**src/rtl/alu_pkg.sv**
```systemverilog
// Shared ALU op codes and operand-select encodings used by decode, ID/EX and the ALU.
package alu_pkg;

  typedef enum logic [3:0] {
    ALU_NOP  = 4'h0,
    ALU_ADD  = 4'h1,
    ALU_SUB  = 4'h2,
    ALU_XOR  = 4'h3,
    ALU_OR   = 4'h4,
    ALU_AND  = 4'h5,
    ALU_SLL  = 4'h6,
    ALU_SRL  = 4'h7,
    ALU_SRA  = 4'h8,
    ALU_SLT  = 4'h9,
    ALU_SLTU = 4'hA
  } alu_op_e;

  localparam logic A_RS1 = 1'b0;
  localparam logic A_PC  = 1'b1;
  localparam logic B_RS2 = 1'b0;
  localparam logic B_IMM = 1'b1;

endpackage

```
**src/rtl/id_ex_stage_fwd_mux.sv**
```systemverilog
// Per-source-register forwarding select: EX/MEM beats MEM/WB beats the registered value.
module fwd_mux #(
  parameter int WORD_SIZE = 32,
  parameter int REG_ADDR  = 5
) (
  input  logic [REG_ADDR-1:0]  addr,
  input  logic [WORD_SIZE-1:0] reg_data,
  input  logic                 exm_reg_write,
  input  logic [REG_ADDR-1:0]  exm_rd_addr,
  input  logic [WORD_SIZE-1:0] exm_result,
  input  logic                 mwb_reg_write,
  input  logic [REG_ADDR-1:0]  mwb_rd_addr,
  input  logic [WORD_SIZE-1:0] mwb_result,
  output logic [WORD_SIZE-1:0] data
);

  always_comb begin
    data = reg_data;
    // x0 is hardwired zero, so a write to it must never shadow the register value
    if (addr != '0) begin
      if (exm_reg_write && (exm_rd_addr == addr)) begin
        data = exm_result;
      end else if (mwb_reg_write && (mwb_rd_addr == addr)) begin
        data = mwb_result;
      end
    end
  end

endmodule

```
**src/rtl/id_ex_stage.sv**
```systemverilog
// ID/EX pipeline register with operand forwarding, operand select and load-use bubble insertion.
module id_ex_stage
  import alu_pkg::*;
#(
  parameter int WORD_SIZE = 32,
  parameter int REG_ADDR  = 5
) (
  input  logic                 clk,
  input  logic                 rst,
  input  logic                 id_valid,
  output logic                 id_ready,
  input  logic [WORD_SIZE-1:0] id_pc,
  input  logic [WORD_SIZE-1:0] id_rs1_data,
  input  logic [WORD_SIZE-1:0] id_rs2_data,
  input  logic [WORD_SIZE-1:0] id_imm,
  input  logic [REG_ADDR-1:0]  id_rs1_addr,
  input  logic [REG_ADDR-1:0]  id_rs2_addr,
  input  logic [REG_ADDR-1:0]  id_rd_addr,
  input  logic [3:0]           id_alu_sel,
  input  logic                 id_a_sel,
  input  logic                 id_b_sel,
  input  logic                 id_mem_read,
  input  logic                 id_reg_write,
  input  logic                 flush,
  input  logic                 exm_reg_write,
  input  logic [REG_ADDR-1:0]  exm_rd_addr,
  input  logic [WORD_SIZE-1:0] exm_result,
  input  logic                 mwb_reg_write,
  input  logic [REG_ADDR-1:0]  mwb_rd_addr,
  input  logic [WORD_SIZE-1:0] mwb_result,
  output logic                 ex_valid,
  input  logic                 ex_ready,
  output logic [WORD_SIZE-1:0] arg_a,
  output logic [WORD_SIZE-1:0] arg_b,
  output logic [3:0]           alu_sel,
  output logic [WORD_SIZE-1:0] ex_store_data,
  output logic [REG_ADDR-1:0]  ex_rd_addr,
  output logic                 ex_reg_write,
  output logic                 ex_mem_read
);

  logic                 valid_q;
  logic [WORD_SIZE-1:0] pc_q;
  logic [WORD_SIZE-1:0] rs1_data_q;
  logic [WORD_SIZE-1:0] rs2_data_q;
  logic [WORD_SIZE-1:0] imm_q;
  logic [REG_ADDR-1:0]  rs1_addr_q;
  logic [REG_ADDR-1:0]  rs2_addr_q;
  logic [REG_ADDR-1:0]  rd_addr_q;
  logic [3:0]           alu_sel_q;
  logic                 a_sel_q;
  logic                 b_sel_q;
  logic                 mem_read_q;
  logic                 reg_write_q;

  logic                 adv;
  logic                 haz;
  logic [WORD_SIZE-1:0] rs1_fwd;
  logic [WORD_SIZE-1:0] rs2_fwd;

  assign adv = ex_ready | ~valid_q;

  // Both source addresses are compared unconditionally; an occasional spurious stall is cheaper than decoding usage
  assign haz = valid_q & mem_read_q & (rd_addr_q != '0) & id_valid &
               ((id_rs1_addr == rd_addr_q) | (id_rs2_addr == rd_addr_q));

  assign id_ready = flush | (adv & ~haz);

  always_ff @(posedge clk or posedge rst) begin
    if (rst) begin
      valid_q     <= 1'b0;
      pc_q        <= '0;
      rs1_data_q  <= '0;
      rs2_data_q  <= '0;
      imm_q       <= '0;
      rs1_addr_q  <= '0;
      rs2_addr_q  <= '0;
      rd_addr_q   <= '0;
      alu_sel_q   <= '0;
      a_sel_q     <= 1'b0;
      b_sel_q     <= 1'b0;
      mem_read_q  <= 1'b0;
      reg_write_q <= 1'b0;
    end else if (flush || (adv && haz)) begin
      valid_q     <= 1'b0;
      rd_addr_q   <= '0;
      alu_sel_q   <= '0;
      mem_read_q  <= 1'b0;
      reg_write_q <= 1'b0;
    end else if (adv) begin
      valid_q    <= id_valid;
      pc_q       <= id_pc;
      rs1_data_q <= id_rs1_data;
      rs2_data_q <= id_rs2_data;
      imm_q      <= id_imm;
      rs1_addr_q <= id_rs1_addr;
      rs2_addr_q <= id_rs2_addr;
      a_sel_q    <= id_a_sel;
      b_sel_q    <= id_b_sel;
      // An empty slot must not look like a writer or a load to forwarding/hazard logic
      if (id_valid) begin
        rd_addr_q   <= id_rd_addr;
        alu_sel_q   <= id_alu_sel;
        mem_read_q  <= id_mem_read;
        reg_write_q <= id_reg_write;
      end else begin
        rd_addr_q   <= '0;
        alu_sel_q   <= '0;
        mem_read_q  <= 1'b0;
        reg_write_q <= 1'b0;
      end
    end
  end

  fwd_mux #(.WORD_SIZE(WORD_SIZE), .REG_ADDR(REG_ADDR)) u_fwd_rs1 (
    .addr          (rs1_addr_q),
    .reg_data      (rs1_data_q),
    .exm_reg_write (exm_reg_write),
    .exm_rd_addr   (exm_rd_addr),
    .exm_result    (exm_result),
    .mwb_reg_write (mwb_reg_write),
    .mwb_rd_addr   (mwb_rd_addr),
    .mwb_result    (mwb_result),
    .data          (rs1_fwd)
  );

  fwd_mux #(.WORD_SIZE(WORD_SIZE), .REG_ADDR(REG_ADDR)) u_fwd_rs2 (
    .addr          (rs2_addr_q),
    .reg_data      (rs2_data_q),
    .exm_reg_write (exm_reg_write),
    .exm_rd_addr   (exm_rd_addr),
    .exm_result    (exm_result),
    .mwb_reg_write (mwb_reg_write),
    .mwb_rd_addr   (mwb_rd_addr),
    .mwb_result    (mwb_result),
    .data          (rs2_fwd)
  );

  assign arg_a         = (a_sel_q == A_PC)  ? pc_q  : rs1_fwd;
  assign arg_b         = (b_sel_q == B_IMM) ? imm_q : rs2_fwd;
  assign ex_store_data = rs2_fwd;
  assign ex_valid      = valid_q;
  assign alu_sel       = alu_sel_q;
  assign ex_rd_addr    = rd_addr_q;
  assign ex_reg_write  = reg_write_q;
  assign ex_mem_read   = mem_read_q;

endmodule

```
**config.mk**
```make
export PLATFORM = sky130hd
export DESIGN_NAME = id_ex_stage
export DESIGN_NICKNAME = d
export VERILOG_FILES = /design/src/rtl/alu_pkg.sv /design/src/rtl/id_ex_stage_fwd_mux.sv /design/src/rtl/id_ex_stage.sv
export SDC_FILE = /design/constraint.sdc
export NUM_CORES = 1
export LEC_CHECK = 0
export CAP_MARGIN = 10
export CORE_MARGIN = 1
export CORE_UTILIZATION = 45
export CTS_CLUSTER_DIAMETER = 80
export DETAILED_ROUTE_END_ITERATION = 16
export MAX_ROUTING_LAYER = met4
export PLACE_DENSITY = 0.92
export SLEW_MARGIN = 5
export SYNTH_ARGS = -nofsm -noshare
export SYNTH_HDL_FRONTEND = slang
export SYNTH_HIERARCHICAL = 1
export SYNTH_SLANG_ARGS = --single-unit
```
**constraint.sdc**
```tcl
create_clock -name clk -period 5.48 [get_ports clk]
set_clock_uncertainty 0.15 [all_clocks]
set_input_delay 0.822 -clock clk [delete_from_list [all_inputs] [get_ports clk]]
set_output_delay 0.822 -clock clk [all_outputs]
set_load 0.1 [all_outputs]
```
==> results.cfg <==
[run_status]
status = finished, final reports clean

[synthesis]
synth-simple-area-share_pct = 1.55
yosysMostFrequentCell = dfrtp_1
ys.flop_type = dfrtp_1
syn-cell-area_um2 = 8800
synth_edf_count = 0
yosysTopAreaCell = dfrtp_1
synth_fa_ha_area_share_pct = 0
yosysUniqueCellTypes = 32
muxShareOfSynthArea_pct = 30.4
synth_top_family_by_area = multiplexers
ys_top_cells_by_count = dfrtp_1, mux2_2, mux2_4, o22ai_1, a2bb2oi_2
yosys_register_bits = 152
synth_compound_gate_area_share_pct = 17.8
synth_warnings = 6
synthDominantCellAreaShare_pct = 43.2
synth_fp_nets = 846
avgSynthCellArea_um2 = 14.3
ys_seq_area_share_pct = 43.2
synthArstFlopShare_pct = 100
synth.area.top_cells = dfrtp_1, mux2_4, mux2_2, a2bb2oi_2, o22ai_1
synthXorXnorAreaFrac_pct = 2.99
synth_cells = 614

[worst_setup_path]
cpMaxStageDelayCell = or3_2
rr_worst_depth = 6
rrSetupSlack_ns = 2.50
crit_path_start_kind = input pin
worstPathMaxFanout = 19
crit_chain = clkdlybuf4s50_1 > xnor2_1 > nand4_1 > or3_2 > a21boi_4 > buf_4 > a2bb2oi_1 > mux2_2 > buf_12
cp_slowest_stage_delay_ns = 0.68
cpLargestDelayFamily = buffers and inverters
arrival_ns = 3.76
cp.depth = 9
crit_type = in2out
crit_required_ns = 4.51
crit_path_end_kind = primary output
worst-path-buf-inv = 3

[floorplan]
die_w_um = 142
die_area_um2 = 20100
start_util_pct = 46.4
core_um2 = 19000
die_y_um = 142
ioPinCount = 341
num_rows = 50

[min_path]
holdCritPathClass = reg2reg
whs_path_depth = 1

[timing]
setup_ws_ns = 0.747
fmax_ghz = 0.211
fin_tns_setup_ns = 0
slew_headroom_pct = 34.2
fin_crit_ns = 4.73
slew_viol_final = 0
period_share_pct = 86.4
hold_ws_ns = 0.352
setup_viol_count_final = 0
rsz0062_at_grt = no
tightest_slew_ns = 0.984
finalHoldViolCount = 0

[global_routing]
grt_busiest_layer = met2
grt_overflow = 0
met3_usage_pct = 7.66
grt_pass1_vias = 7777
antenna_found_initial = 1
grt_max_degree = 78
grt_pass1_wl_um = 44400
grt_usage_pct = 30.4
use_met2_pct = 52.2
gr-usage-met1_pct = 33.3

[layout]
area_growth_pct = 58.8
multi_input_area_um2 = 4670
final.fill_count = 1170
nets = 1170
final_cell_area_um2 = 14000
drive_above_1_share_pct = 44.7
seq_area_um2 = 3810

[clocking]
numClockSinks = 152
cts_buffer_depth = 2
worstSkewPairLatency_ns = 0.42
cts_setup_buffers = 0
cts-root-buf = clkbuf_16
cts_resized = 0
cts_made_buffers = 17
cts_hold_buf = 0
cts_tree = yes
cts_max_level = 4
cts.reportedPaths.clkPinSlew_ns = 0.06

[route]
drt-total-wl_um = 28900
firstDrtPassIters = 4
dr.first_iter.drc_count = 293
post_drt_wl_per_cell_um = 23.8
vias = 6811
drt.antenna.violating_nets = 0
routed_via_density = 5.62
drc_errors = 0

[place]
hpwl_um = 20900
portBuffers = 340
dp_slack_ns = 0.775
gp_congestion = 0.820
placed_cell_area_um2 = 13300

[run]
cap_violations = 0

[power_and_ir_drop]
peakVddDrop_uv = 242
leakage_nw = 5.93
p_per_area_nw_per_um2 = 380
==> metrics by stage <==
step	total power [mW]	std cells	util, %
3_3_place_gp	4.03	1179	70.4
2_1_floorplan	3.08	614	-
6_report	5.31	1212	73.7
4_1_cts	5.34	1211	73.7
5_1_grt	5.46	1212	73.7
3_5_place_dp	4.07	1179	70.4
==> per-layer routing <==
metal / vias to the layer above / part of all wire (%)
li1: 2987 / -
met1: 3415 / 38
met2: 332 / 51
met3: 77 / 7.0
met4: 0 / 3.4
met5: - / 0
==> power breakdown <==
group,switching [mW],internal [mW]
sequential,0.139,1.26
combinational,1.54,1.11
clock,0.493,0.759
==> flip-flops by register name, indices dropped and copies added (netlist names), 4 cells and up <==
signal and cells:
alu_sel 4, ex_rd_addr 5, imm_q 32, pc_q 32, rs1_addr_q 5, rs1_data_q 32
rs2_addr_q 5, rs2_data_q 32
==> area by class of cell <==
cell class                 instances  share of cell area [%]
antenna                            1                  0.0179
clock buffer                      20                    3.34
clock inverter                    12                    1.15
inverter                           4                   0.143
multi-input combinational        407                    33.4
sequential                       152                    27.2
tap                              260                    2.33
timing repair buffer             356                    32.3
==> worst paths after layout <==
path,startpoint,to
min in group asynchronous,rst,ex_rd_addr[3]$_DFFE_PP0P_
min reg2reg,pc_q[28]$_DFFE_PP0P_,pc_q[28]$_DFFE_PP0P_
max in group asynchronous,rst,b_sel_q$_DFFE_PP0P_
min,pc_q[28]$_DFFE_PP0P_,pc_q[28]$_DFFE_PP0P_
max,exm_rd_addr[1],arg_b[31]
max reg2reg,ex_rd_addr[2]$_DFFE_PP0P_,imm_q[15]$_DFFE_PP0P_
==> cells by family (layout without fill, tap and decap cells) <==
logic type	after synthesis	after routing
AO/OA/AOI/OAI	149	149
other	0	1
AND/OR/NAND/NOR	24	24
multiplexers	204	204
buffers and inverters	55	392
XOR/XNOR	30	30
flip-flops	152	152
==> cells in the final DEF, fill, tap and decap left out, drive strengths merged <==
| cell | count |
|---|---|
| or3 | 2 |
| o211ai | 1 |
| a2bb2oi | 62 |
| buf | 113 |
| nand2b | 1 |
| a22oi | 1 |
| clkinv | 1 |
| clkinvlp | 4 |
| clkbuf | 20 |
| nand4 | 2 |
| or4 | 1 |
| nor2 | 5 |
| a21o | 1 |
| nor4 | 2 |
| inv | 8 |
| clkdlybuf4s50 | 243 |
| dfrtp | 152 |
| xor2 | 20 |
| mux2 | 204 |
| a31o | 1 |
| o2111ai | 1 |
| o22ai | 64 |
| a21boi | 2 |
| diode | 1 |
| o2bb2a | 2 |
| xnor2 | 10 |
| or2 | 1 |
| o311ai | 2 |
| nand2 | 4 |
| bufinv | 3 |
| and2 | 2 |
| o2111a | 1 |
| a22o | 11 |
| nor3 | 4 |
No activity file was read; power rests on OpenSTA's default activity.
